[config.mk]
export PLATFORM = sky130hd
export DESIGN_NAME = leaf_stream_buffer_flat
export DESIGN_NICKNAME = d
export VERILOG_FILES = /design/src/rtl/leaf_stream_buffer_pkg.sv /design/src/rtl/leaf_stream_buffer_if.sv /design/src/rtl/leaf_stream_buffer_mem.sv /design/src/rtl/leaf_stream_buffer.sv /design/src/flat_wrapper.sv
export SDC_FILE = /design/constraint.sdc
export NUM_CORES = 1
export LEC_CHECK = 0
export CORE_AREA = 3 3 94 96
export CTS_CLUSTER_SIZE = 10
export DETAILED_ROUTE_END_ITERATION = 6
export DIE_AREA = 0 0 97 99
export GPL_ROUTABILITY_DRIVEN = 0
export GPL_TIMING_DRIVEN = 0
export PLACE_DENSITY_LB_ADDON = 0.25
export RECOVER_POWER = 25
export SETUP_SLACK_MARGIN = 0.15
export SYNTH_ARGS = -nofsm -noshare
export SYNTH_HDL_FRONTEND = slang
export SYNTH_HIERARCHICAL = 1
export SYNTH_SLANG_ARGS = --single-unit
[constraint.sdc]
create_clock -name clk -period 3.7 [get_ports clk]
set_input_delay 0.555 -clock clk [delete_from_list [all_inputs] [get_ports clk]]
set_output_delay 0.555 -clock clk [all_outputs]
set_load 0.02 [all_outputs]
[src/rtl/leaf_stream_buffer_pkg.sv]
// Shared types and sizing helpers for the leaf stream buffer.
package leaf_pkg;

  localparam int unsigned LEAF_DATA_W = 8;

  typedef logic [LEAF_DATA_W-1:0] leaf_word_t;

  typedef enum logic [1:0] {
    OCC_EMPTY,
    OCC_PARTIAL,
    OCC_FULL
  } leaf_occ_e;

  // Occupancy counter width: must represent 0..depth inclusive.
  function automatic int unsigned LEAF_LVL_W(input int unsigned depth);
    return $clog2(depth) + 1;
  endfunction

endpackage

[src/rtl/leaf_stream_buffer_if.sv]
// Ready/valid stream bundle plus buffer status; slave side is the buffer.
interface leaf_stream_buffer_if
  import leaf_pkg::*;
#(
  parameter int unsigned DATA_W = LEAF_DATA_W,
  parameter int unsigned DEPTH  = 4,
  parameter int unsigned CNT_W  = 16
);

  localparam int unsigned LVL_W = LEAF_LVL_W(DEPTH);

  logic              in_valid;
  logic [DATA_W-1:0] in_data;
  logic              in_ready;
  logic              out_valid;
  logic [DATA_W-1:0] out_data;
  logic              out_ready;
  logic [LVL_W-1:0]  level;
  logic [CNT_W-1:0]  xfer_cnt;

  modport master (
    output in_valid, in_data, out_ready,
    input  in_ready, out_valid, out_data, level, xfer_cnt
  );

  modport slave (
    input  in_valid, in_data, out_ready,
    output in_ready, out_valid, out_data, level, xfer_cnt
  );

endinterface

[src/rtl/leaf_stream_buffer_mem.sv]
// DEPTH x DATA_W storage array, synchronous write, asynchronous read, no reset.
module leaf_buf_mem #(
  parameter int unsigned DATA_W = 8,
  parameter int unsigned DEPTH  = 4
) (
  input  logic                     clk,
  input  logic                     we,
  input  logic [$clog2(DEPTH)-1:0] waddr,
  input  logic [DATA_W-1:0]        wdata,
  input  logic [$clog2(DEPTH)-1:0] raddr,
  output logic [DATA_W-1:0]        rdata
);

  logic [DATA_W-1:0] mem_q [DEPTH];

  always_ff @(posedge clk) begin
    if (we) mem_q[waddr] <= wdata;
  end

  assign rdata = mem_q[raddr];

endmodule

[src/rtl/leaf_stream_buffer.sv]
// Elastic ready/valid buffer: pointers, occupancy level, transfer counter and handshake decode.
module leaf_stream_buffer
  import leaf_pkg::*;
#(
  parameter int unsigned DATA_W = LEAF_DATA_W,
  parameter int unsigned DEPTH  = 4,
  parameter int unsigned CNT_W  = 16
) (
  input logic                 clk,
  input logic                 rst_n,
  leaf_stream_buffer_if.slave bus
);

  localparam int unsigned AW    = $clog2(DEPTH);
  localparam int unsigned LVL_W = LEAF_LVL_W(DEPTH);

  logic [AW-1:0]     wr_ptr_q, wr_ptr_d;
  logic [AW-1:0]     rd_ptr_q, rd_ptr_d;
  logic [LVL_W-1:0]  level_q, level_d;
  logic [CNT_W-1:0]  xfer_cnt_q, xfer_cnt_d;
  leaf_occ_e         occ_q, occ_d;
  logic              push, pop;
  logic              in_ready, out_valid;
  logic [DATA_W-1:0] rdata;

  // Handshake flags decode only the registered occupancy region.
  assign in_ready  = (occ_q != OCC_FULL);
  assign out_valid = (occ_q != OCC_EMPTY);
  assign push      = bus.in_valid && in_ready;
  assign pop       = out_valid && bus.out_ready;

  always_comb begin
    wr_ptr_d   = wr_ptr_q;
    rd_ptr_d   = rd_ptr_q;
    level_d    = level_q;
    xfer_cnt_d = xfer_cnt_q;
    occ_d      = OCC_PARTIAL;
    if (push) wr_ptr_d = wr_ptr_q + AW'(1);
    if (pop) begin
      rd_ptr_d   = rd_ptr_q + AW'(1);
      xfer_cnt_d = xfer_cnt_q + CNT_W'(1);
    end
    unique case ({push, pop})
      2'b10:   level_d = level_q + LVL_W'(1);
      2'b01:   level_d = level_q - LVL_W'(1);
      default: level_d = level_q;
    endcase
    if (level_d == '0)                  occ_d = OCC_EMPTY;
    else if (level_d == LVL_W'(DEPTH))  occ_d = OCC_FULL;
  end

  always_ff @(posedge clk or negedge rst_n) begin
    if (!rst_n) begin
      wr_ptr_q   <= '0;
      rd_ptr_q   <= '0;
      level_q    <= '0;
      xfer_cnt_q <= '0;
      occ_q      <= OCC_EMPTY;
    end else begin
      wr_ptr_q   <= wr_ptr_d;
      rd_ptr_q   <= rd_ptr_d;
      level_q    <= level_d;
      xfer_cnt_q <= xfer_cnt_d;
      occ_q      <= occ_d;
    end
  end

  leaf_buf_mem #(
    .DATA_W(DATA_W),
    .DEPTH (DEPTH)
  ) u_mem (
    .clk  (clk),
    .we   (push),
    .waddr(wr_ptr_q),
    .wdata(bus.in_data),
    .raddr(rd_ptr_q),
    .rdata(rdata)
  );

  assign bus.in_ready  = in_ready;
  assign bus.out_valid = out_valid;
  assign bus.out_data  = out_valid ? rdata : '0;
  assign bus.level     = level_q;
  assign bus.xfer_cnt  = xfer_cnt_q;

endmodule

[src/flat_wrapper.sv]
// flat-port wrapper written by rule: the top's interface ports become plain ports
module leaf_stream_buffer_flat import leaf_pkg::*;
#(
  parameter int unsigned DATA_W = LEAF_DATA_W,
  parameter int unsigned DEPTH  = 4,
  parameter int unsigned CNT_W  = 16
)
  (clk, rst_n, bus_in_valid, bus_in_data, bus_out_ready, bus_in_ready, bus_out_valid, bus_out_data, bus_level, bus_xfer_cnt);
  leaf_stream_buffer_if #(.DATA_W(DATA_W), .DEPTH(DEPTH), .CNT_W(CNT_W)) bus_i ();
  input logic clk;
  input logic rst_n;
  input wire logic [$bits(bus_i.in_valid)-1:0] bus_in_valid;
  input wire logic [$bits(bus_i.in_data)-1:0] bus_in_data;
  input wire logic [$bits(bus_i.out_ready)-1:0] bus_out_ready;
  output wire logic [$bits(bus_i.in_ready)-1:0] bus_in_ready;
  output wire logic [$bits(bus_i.out_valid)-1:0] bus_out_valid;
  output wire logic [$bits(bus_i.out_data)-1:0] bus_out_data;
  output wire logic [$bits(bus_i.level)-1:0] bus_level;
  output wire logic [$bits(bus_i.xfer_cnt)-1:0] bus_xfer_cnt;
  assign bus_i.in_valid = bus_in_valid;
  assign bus_i.in_data = bus_in_data;
  assign bus_i.out_ready = bus_out_ready;
  assign bus_in_ready = bus_i.in_ready;
  assign bus_out_valid = bus_i.out_valid;
  assign bus_out_data = bus_i.out_data;
  assign bus_level = bus_i.level;
  assign bus_xfer_cnt = bus_i.xfer_cnt;
  leaf_stream_buffer #(.DATA_W(DATA_W), .DEPTH(DEPTH), .CNT_W(CNT_W)) u_core (.clk(clk), .rst_n(rst_n), .bus(bus_i));
endmodule
# Word-level counts from Yosys, hierarchy flattened
# Memory sizes are Yosys's and may differ from the RTL's.
# Cells that the tools add are included.
dict set report classes {
  n_addsub 5
  eq_ne 4
  muxes 6
  reduce_logical 4
}
# operator count
set ops {}
lappend ops {{16-bit by 1-bit adder with 16-bit output, second input constant} 1}
lappend ops {{8-bit two-way mux} 1}
lappend ops {{3-bit case mux with 2 select lines} 1}
lappend ops {{2-bit by 1-bit adder with 2-bit output, second input constant} 2}
lappend ops {{2-bit two-way mux} 2}
lappend ops {{3-bit by 1-bit adder with 3-bit output, second input constant} 1}
lappend ops {{3-bit == test, second input constant} 1}
lappend ops {{3-bit logical NOT} 1}
lappend ops {{3-bit by 1-bit subtractor with 3-bit output, second input constant} 1}
lappend ops {{2-bit by 1-bit == test with 1-bit output, second input constant} 1}
lappend ops {{2-bit == test, second input constant} 1}
lappend ops {{1-bit logical AND} 2}
lappend ops {{1-bit two-way mux} 2}
lappend ops {{2-bit != test, second input constant} 1}
lappend ops {{2-bit nonzero test} 1}
dict set report totals {
  register_bits 25
  mem_bits_rw 32
  in_bits 12
  out_inout_bits 29
  wordCells 25
  memories 1
}
# memory words word_bits read_ports rd_clocked_by_memory_dff write_ports line_no
set mem_list {}
lappend mem_list {u_core.u_mem.mem_q 4 8 1 0 1 leaf_stream_buffer_mem.sv:14} ;# logic [DATA_W-1:0] mem_q [DEPTH];

# Logic depth before layout (Yosys ltp)
# Gate-level depths: netlist (run 1).
dict set report logic_depth {
  depth_word 7
  ltp_mapped 10
  depth_no_buf 9
}

# Modules after synthesis
# Netlist (run 1), hierarchy kept.
# mod instances cells_each area_each_um2
set by_module_without_submodules {}
lappend by_module_without_submodules {leaf_stream_buffer 1 103 1197.4}
lappend by_module_without_submodules {leaf_buf_mem 1 46 1188.6}

# Worst setup path after synthesis (run 1)
# Ideal clock, no wire load.
dict set report synth_path {
  path_type {reg2reg}
  start {register u_core.occ_q[0]}
  end {register u_core.occ_q[1]}
  t_arrival_ns 1.889
  required_ns 3.576
  path_slack_ns 1.687
  stages_incl_launch_ff 10
  cell_sequence {dfrtp_1 nand2b_1 nand2_1 ha_1 inv_1 fa_1 xnor2_1 nand2_1 xnor2_1 nor2b_1}
}
dict set report synth_between {
  elab_chain_len 7
}
# element line_no
set synth_rtl {}
lappend synth_rtl {{start, declared} leaf_stream_buffer.sv:21} ;# leaf_occ_e occ_q, occ_d;
lappend synth_rtl {{start signal, assigned} leaf_stream_buffer.sv:58} ;# occ_q <= OCC_EMPTY;
lappend synth_rtl {{start signal, assigned} leaf_stream_buffer.sv:64} ;# occ_q <= occ_d;
lappend synth_rtl {{2-bit != test *} leaf_stream_buffer.sv:27} ;# assign in_ready = (occ_q != OCC_FULL);
lappend synth_rtl {{net bus_in_ready} flat_wrapper.sv:15} ;# output wire logic [$bits(bus_i.in_ready)-1:0] bus_in_ready;
lappend synth_rtl {{1-bit logical AND *} leaf_stream_buffer.sv:29} ;# assign push = bus.in_valid && in_ready;
lappend synth_rtl {{2-bit by 1-bit == test with 1-bit output / 2-bit == test (equally long branches)} leaf_stream_buffer.sv:43} ;# unique case ({push, pop})
lappend synth_rtl {{3-bit case mux with 2 select lines *} leaf_stream_buffer.sv:43}
lappend synth_rtl {{3-bit == test} leaf_stream_buffer.sv:49} ;# else if (level_d == LVL_W'(DEPTH)) occ_d = OCC_FULL;
lappend synth_rtl {{2-bit two-way mux} leaf_stream_buffer.sv:49}
lappend synth_rtl {{2-bit two-way mux *} leaf_stream_buffer.sv:48} ;# if (level_d == '0) occ_d = OCC_EMPTY;
lappend synth_rtl {{net u_core.occ_d[1]} leaf_stream_buffer.sv:21}
# Mark *: on every way through the listed nets, which the timed path passes. The rest lies on a longest branch.
# A chain may end at the register's enable or synchronous reset.

# Worst setup path after layout (run 1)
dict set report layout_path {
  start {register u_core.occ_q[0]}
  end {output bus_out_data[7]}
}
dict set report layout_between {
  elab_chain_len 2
}
# element line_no
set layout_rtl {}
lappend layout_rtl {{2-bit nonzero test} leaf_stream_buffer.sv:28} ;# assign out_valid = (occ_q != OCC_EMPTY);
lappend layout_rtl {{8-bit two-way mux} leaf_stream_buffer.sv:82} ;# assign bus.out_data = out_valid ? rdata : '0;
lappend layout_rtl {{end, declared} flat_wrapper.sv:17} ;# output wire logic [$bits(bus_i.out_data)-1:0] bus_out_data;
# No other way between the ends.

==> results.tsv, run 1 <==
metric	value	unit
status	finished, final reports clean	
p_total	2.35	mW
syn_nets	164	
r2r_start	u_core/occ_q[0]$_DFF_PN0_	
rows	33	
hold_violations	0	
setup_viol	0	
reg2reg_to	u_core/occ_q[1]$_DFF_PN0_	
irDropWorstVdd	0.000490	V
syn-cell-area	0.00239	mm2
fin_area	0.00310	mm2
path_class	reg -> out	
max_slew_margin	0.250	
vias_per_cell	4.33	
clk_pin_slew	0.06	ns
cts_tree	yes	
finClkSkew	0.00712	ns
crit_fanout	10	
grt_pass1_wl	7190	um
timing.final.crit_share	0.731	
io_pins	41	
net-switching-power	0.766	mW
critPathCaptureType	primary output	
layout_commonest_cell	edfxtp_1	
wl_per_cell	13.8	um
antennaDiodeCount	0	
min_path_type	reg -> reg	
power_density	760	mW/mm2
dp_hpwl	2910	um
maxSlewViolCount	0	
io_buffers	40	
drc	0	
p_leak	1.23	nW
antenna_found_initial	0	
grt_pass1_vias	1420	
fp.dieW	97	um
drive_gt1_frac	0.142	
syn_inst	149	
die_h	99	um
hold_buffers	0	
r2r_slack	1.29	ns
drtIter0Drc	81	
synth_flop_cell	edfxtp_1	
nets	215	
rsz0062_at_grt	false	
p_comb_frac	0.380	
syn_area_per_cell	16.0	um2
maxCapViolations	0	
via_count	1337	
cts_max_path_buffers	2	
switching_share	0.325	
grt_max_degree	26	
seqPwrFrac	0.398	
cts_inserted_buffers	9	
internal-power	1.59	mW
overflow	0	
hold_ws	0.469	ns
placed_cell_area	0.00292	mm2
seq_area_frac_synth	0.665	
ys_async_sr_fraction	0.439	
tns	0	ns
dr.pass1.iters	4	
yosysWarnings	6	
regArea	0.00159	mm2
hp-start	u_core/rd_ptr_q[1]$_DFFE_PN0P_	
pwr-share-clk	0.222	
dieArea	0.00960	mm2
multi_input_area	761	um2
initial_core_util	0.293	
worstSkewPairLatency	0.33	ns
ant_nets	0	
core_area	0.00813	mm2
fmax	370	MHz
area_growth	29.8	%
required	3.14	ns
clock-sinks	57	
fillers	769	
cts_resized	0	
cp-start-kind	flip-flop	
cts_max_level	3	
layout_common_cells	32 x edfxtp_1, 30 x clkdlybuf4s50_1, 25 x dfrtp_1	
hold_depth	1	
min_to	u_core/rd_ptr_q[1]$_DFFE_PN0P_	
period_needed	2.70	ns
root_buffer	clkbuf_8	
post_cts_buffers	0	
track_usage	0.0972	
r2r_cells	8	
synth.distinct_cells	29	
routed_wirelength	4250	um
tightestPinTransition	1.12	ns
cp.arrival	2.15	ns
synth_seq_cells	57	
synth_edf_count	32	
-- registers in the layout, indices dropped and copies added (netlist names), named ones only --
name                 cells
u_core/bus.xfer_cnt     16
u_core/u_mem/mem_q      32
u_core/rd_ptr_q          2
u_core/bus.level         2
u_core/occ_q             2
u_core/wr_ptr_q          2
-- per-stage QoR --
| stage | cells | utilization | worst slack (ns) |
|---|---|---|---|
| final | 309 | 0.381 | 0.997 |
| after global routing | 309 | 0.381 | 0.860 |
| after CTS | 309 | 0.380 | 0.936 |
| after detailed placement | 294 | 0.359 | 0.893 |
| after global placement | 294 | 0.359 | 0.912 |
| after floorplan | 149 | - | 1.69 |
-- cells in the mapped netlist (2+ instances only) --
cell / number / share of area
and2b_1: 8 / 0.025
and3_1: 7 / 0.018
and3b_1: 2 / 0.0073
dfrtp_1: 25 / 0.26
edfxtp_1: 32 / 0.40
ha_1: 2 / 0.010
inv_1: 6 / 0.0094
mux4_2: 8 / 0.076
nand2_1: 10 / 0.016
nand3_1: 5 / 0.010
nand4_1: 2 / 0.0052
nor2_1: 4 / 0.0063
nor2b_1: 2 / 0.0052
xnor2_1: 12 / 0.044
xor2_1: 10 / 0.037
-- power groups by stage --
stage / combinational [mW] / sequential [mW] / clock [mW]
detailed placement: 0.913 / 0.946 / 0
CTS: 0.914 / 0.939 / 0.539
global route: 0.968 / 0.959 / 0.574
floorplan: 0.514 / 0.986 / 0
global placement: 0.900 / 0.947 / 0
finish: 0.893 / 0.937 / 0.523
-- worst max path at each step --
stage                                         start                                  to
after floorplan           u_core/occ_q[0]$_DFF_PN0_           u_core/occ_q[1]$_DFF_PN0_
after global placement                 bus_in_valid  u_core/u_mem/mem_q[0][4]$_DFFE_PP_
final                     u_core/occ_q[0]$_DFF_PN0_                     bus_out_data[7]
after global routing      u_core/occ_q[0]$_DFF_PN0_                     bus_out_data[7]
after CTS                 u_core/occ_q[0]$_DFF_PN0_                     bus_out_data[7]
after detailed placement               bus_in_valid  u_core/u_mem/mem_q[0][4]$_DFFE_PP_
-- layout make-up --
class                           instances  share of cell area
Multi-Input combinational cell         83               0.246
Clock inverter                          5              0.0153
Clock buffer                           10              0.0412
Buffer                                  3             0.00687
Sequential cell                        57               0.512
Timing Repair Buffer                   40               0.129
Inverter                                6             0.00727
Tap cell                              105              0.0424
-- logic make-up (layout without fill, tap and decap cells) --
logic type	count (synthesis)	after routing	share of synthesized area
flip-flops	57	57	0.665
AO/OA/AOI/OAI	3	3	0.0136
adder cells (fa/ha/maj)	3	3	0.0189
multiplexers	9	9	0.0818
XOR/XNOR	22	22	0.0808
AND/OR/NAND/NOR	46	46	0.122
buffers and inverters	9	64	0.0183
-- routing by layer --
metal	vias up	wire [um]	global-route usage
li1	634	-	-
met1	655	1940	0.120
met2	46	2050	0.150
met3	2	259	0.0545
met4	0	8	0.0227
met5	-	0	0
-- critical path, cell delays in order (launching register included) --
cell and delay, ns:
dfrtp_1 0.41, nor2_1 0.61, and2b_1 0.27, clkdlybuf4s50_1 0.53
Note: power is estimated with default switching activity, not from simulation.
==> run 2: changes to the inputs <==
==> constraint.sdc (replaced) <==
create_clock -name clk -period 2.2 [get_ports clk]
set_input_delay 0.33 -clock clk [delete_from_list [all_inputs] [get_ports clk]]
set_output_delay 0.33 -clock clk [all_outputs]
set_load 0.02 [all_outputs]
==> run 2 against run 1 <==
Total power increased by 78%; clock power increased by 68%; combinational power grew 96%; global-route usage grew 0.26 points; sequential share of layout area is 2.2 points lower; non-clock buffer count grew 15; wire length increased by 4.3%; register-to-register slack worse by 1.1 ns; sequential power rose by 68%; worst setup slack got worse by 0.86 ns; highest routed layer unchanged.
==> results.tsv, run 2 (same netlist as run 1, synthesis figures left out) <==
metric	value	unit	change
vias_per_cell	4.33		about the same
root_buffer	clkbuf_8		unchanged
p_total	4.20	mW	was 2.35 mW
ant_nets	0		unchanged
cp-start-kind	flip-flop		unchanged
grt_max_degree	26		unchanged
dieArea	0.00960	mm2	unchanged
critPathCaptureType	primary output		unchanged
layout_commonest_cell	edfxtp_1		unchanged
hold_ws	0.467	ns	was 0.469 ns
cts_inserted_buffers	9		unchanged
track_usage	0.0998		was 0.0972
min_path_type	reg -> reg		unchanged
postLayoutCoreUtil	0.399		was 0.381
cp.arrival	1.74	ns	was 2.15 ns
area_growth	35.9	%	was 29.8%
timing.final.crit_share	0.940		
placed_cell_area	0.00292	mm2	unchanged
largest_register_ffs	32		unchanged
fmax	484	MHz	
worstSkewPairLatency	0.33	ns	about the same
grt_pass1_wl	7380	um	was 7190 um
clk_pin_slew	0.06	ns	about the same
overflow	0		unchanged
core_area	0.00813	mm2	unchanged
hold_depth	1		unchanged
finClkSkew	0.00611	ns	was 0.00712 ns
clock-sinks	57		unchanged
die_h	99	um	unchanged
tns	0	ns	unchanged
crit_fanout	6		was 10
p_leak	1.33	nW	was 1.23 nW
cts_max_level	3		unchanged
layout_common_cells	32 x edfxtp_1, 23 x clkdlybuf4s50_1, 23 x dfrtp_1		was 32 x edfxtp_1, 30 x clkdlybuf4s50_1, 25 x dfrtp_1
routed_wirelength	4440	um	was 4250 um
required	1.87	ns	was 3.14 ns
cts_tree	yes		unchanged
grt_pass1_vias	1477		was 1420
path_class	reg -> out		unchanged
post-place-ws	-0.382	ns	was 0.893 ns
drc	0		unchanged
cts_max_path_buffers	2		unchanged
max_slew_margin	0.265		was 0.250
io_pins	41		unchanged
rows	33		unchanged
fin_area	0.00324	mm2	was 0.00310 mm2
period_needed	2.07	ns	
place_inst	294		unchanged
antenna_found_initial	0		unchanged
drtIter0Drc	78		was 81
initial_core_util	0.293		unchanged
rsz0062_at_grt	true		was false
regMostFlops	u_core/u_mem/mem_q		unchanged
dr.pass1.iters	4		unchanged
irDropWorstVdd	0.000839	V	was 0.000490 V
hold_violations	0		unchanged
power_density	1300	mW/mm2	was 760 mW/mm2
drive_gt1_frac	0.265		was 0.142
antennaDiodeCount	0		unchanged
setup_viol	0		unchanged
wl_per_cell	13.7	um	was 13.8 um
maxSlewViolCount	0		unchanged
dp_hpwl	2910	um	unchanged
fp.dieW	97	um	unchanged
io_buffers	40		unchanged
status	finished, final reports clean		unchanged
nets	230		was 215
finalWorstSetupSlack	0.132	ns	was 0.997 ns
maxCapViolations	0		unchanged
tightestPinTransition	1.10	ns	was 1.12 ns
r2r_cells	8		unchanged
fillers	756		was 769
fin_cells	324		was 309
via_count	1404		was 1337
## run 2: metal layers
metal	routed length [um]	track usage	vias up
met5	0	0	-
met4	34	0.0227	0
met3	275	0.0566	5
met2	2170	0.155	45
met1	1960	0.122	689
li1	-	-	665
## run 2: worst paths after layout
| path | startpoint | endpoint | slack, ns |
|---|---|---|---|
| worst min-delay path | u_core/rd_ptr_q[1]$_DFFE_PN0P_ | u_core/rd_ptr_q[1]$_DFFE_PN0P_ | 0.47 |
| worst max-delay path | u_core/rd_ptr_q[0]$_DFFE_PN0P_ | bus_out_data[5] | 0.13 |
| worst min register to register | u_core/rd_ptr_q[1]$_DFFE_PN0P_ | u_core/rd_ptr_q[1]$_DFFE_PN0P_ | 0.47 |
| max in group asynchronous | rst_n | u_core/occ_q[1]$_DFF_PN0_ | 0.87 |
| min in group asynchronous | rst_n | u_core/bus.xfer_cnt[1]$_DFFE_PN0P_ | 0.60 |
| worst max register to register | u_core/occ_q[1]$_DFF_PN0_ | u_core/occ_q[1]$_DFF_PN0_ | 0.24 |
## run 2: power breakdown
group | internal [mW] | total (mW) | switching [mW]
Sequential | 1.40 | 1.57 | 0.174
Combinational | 0.937 | 1.75 | 0.813
Clock | 0.504 | 0.878 | 0.373
Total | 2.84 | 4.20 | 1.36
## run 2: critical path: stages, from the launching register on
cell	delay, ns
dfrtp_1	0.36
buf_6	0.14
buf_4	0.11
mux4_2	0.49
and2b_1	0.18
buf_6	0.13
## run 2: timing repair
action / in CTS / in global routing
gates resized for setup: 42 / 18
endpoints found under the setup margin: 21 / 9
setup buffers: 5 / 10
hold endpoints to repair: 0 / 0
hold buffers: 0 / 0
pin swaps: 1 / 5
## run 2: final cells by class
cell class / instances / area, um2 / area share
sequential: 57 / 1590 / 0.490
multi-input combinational: 83 / 781 / 0.241
timing repair buffer: 55 / 520 / 0.160
tap: 105 / 131 / 0.0405
clock buffer: 10 / 128 / 0.0394
clock inverter: 5 / 47.5 / 0.0147
buffer: 3 / 23.8 / 0.00733
inverter: 6 / 22.5 / 0.00694
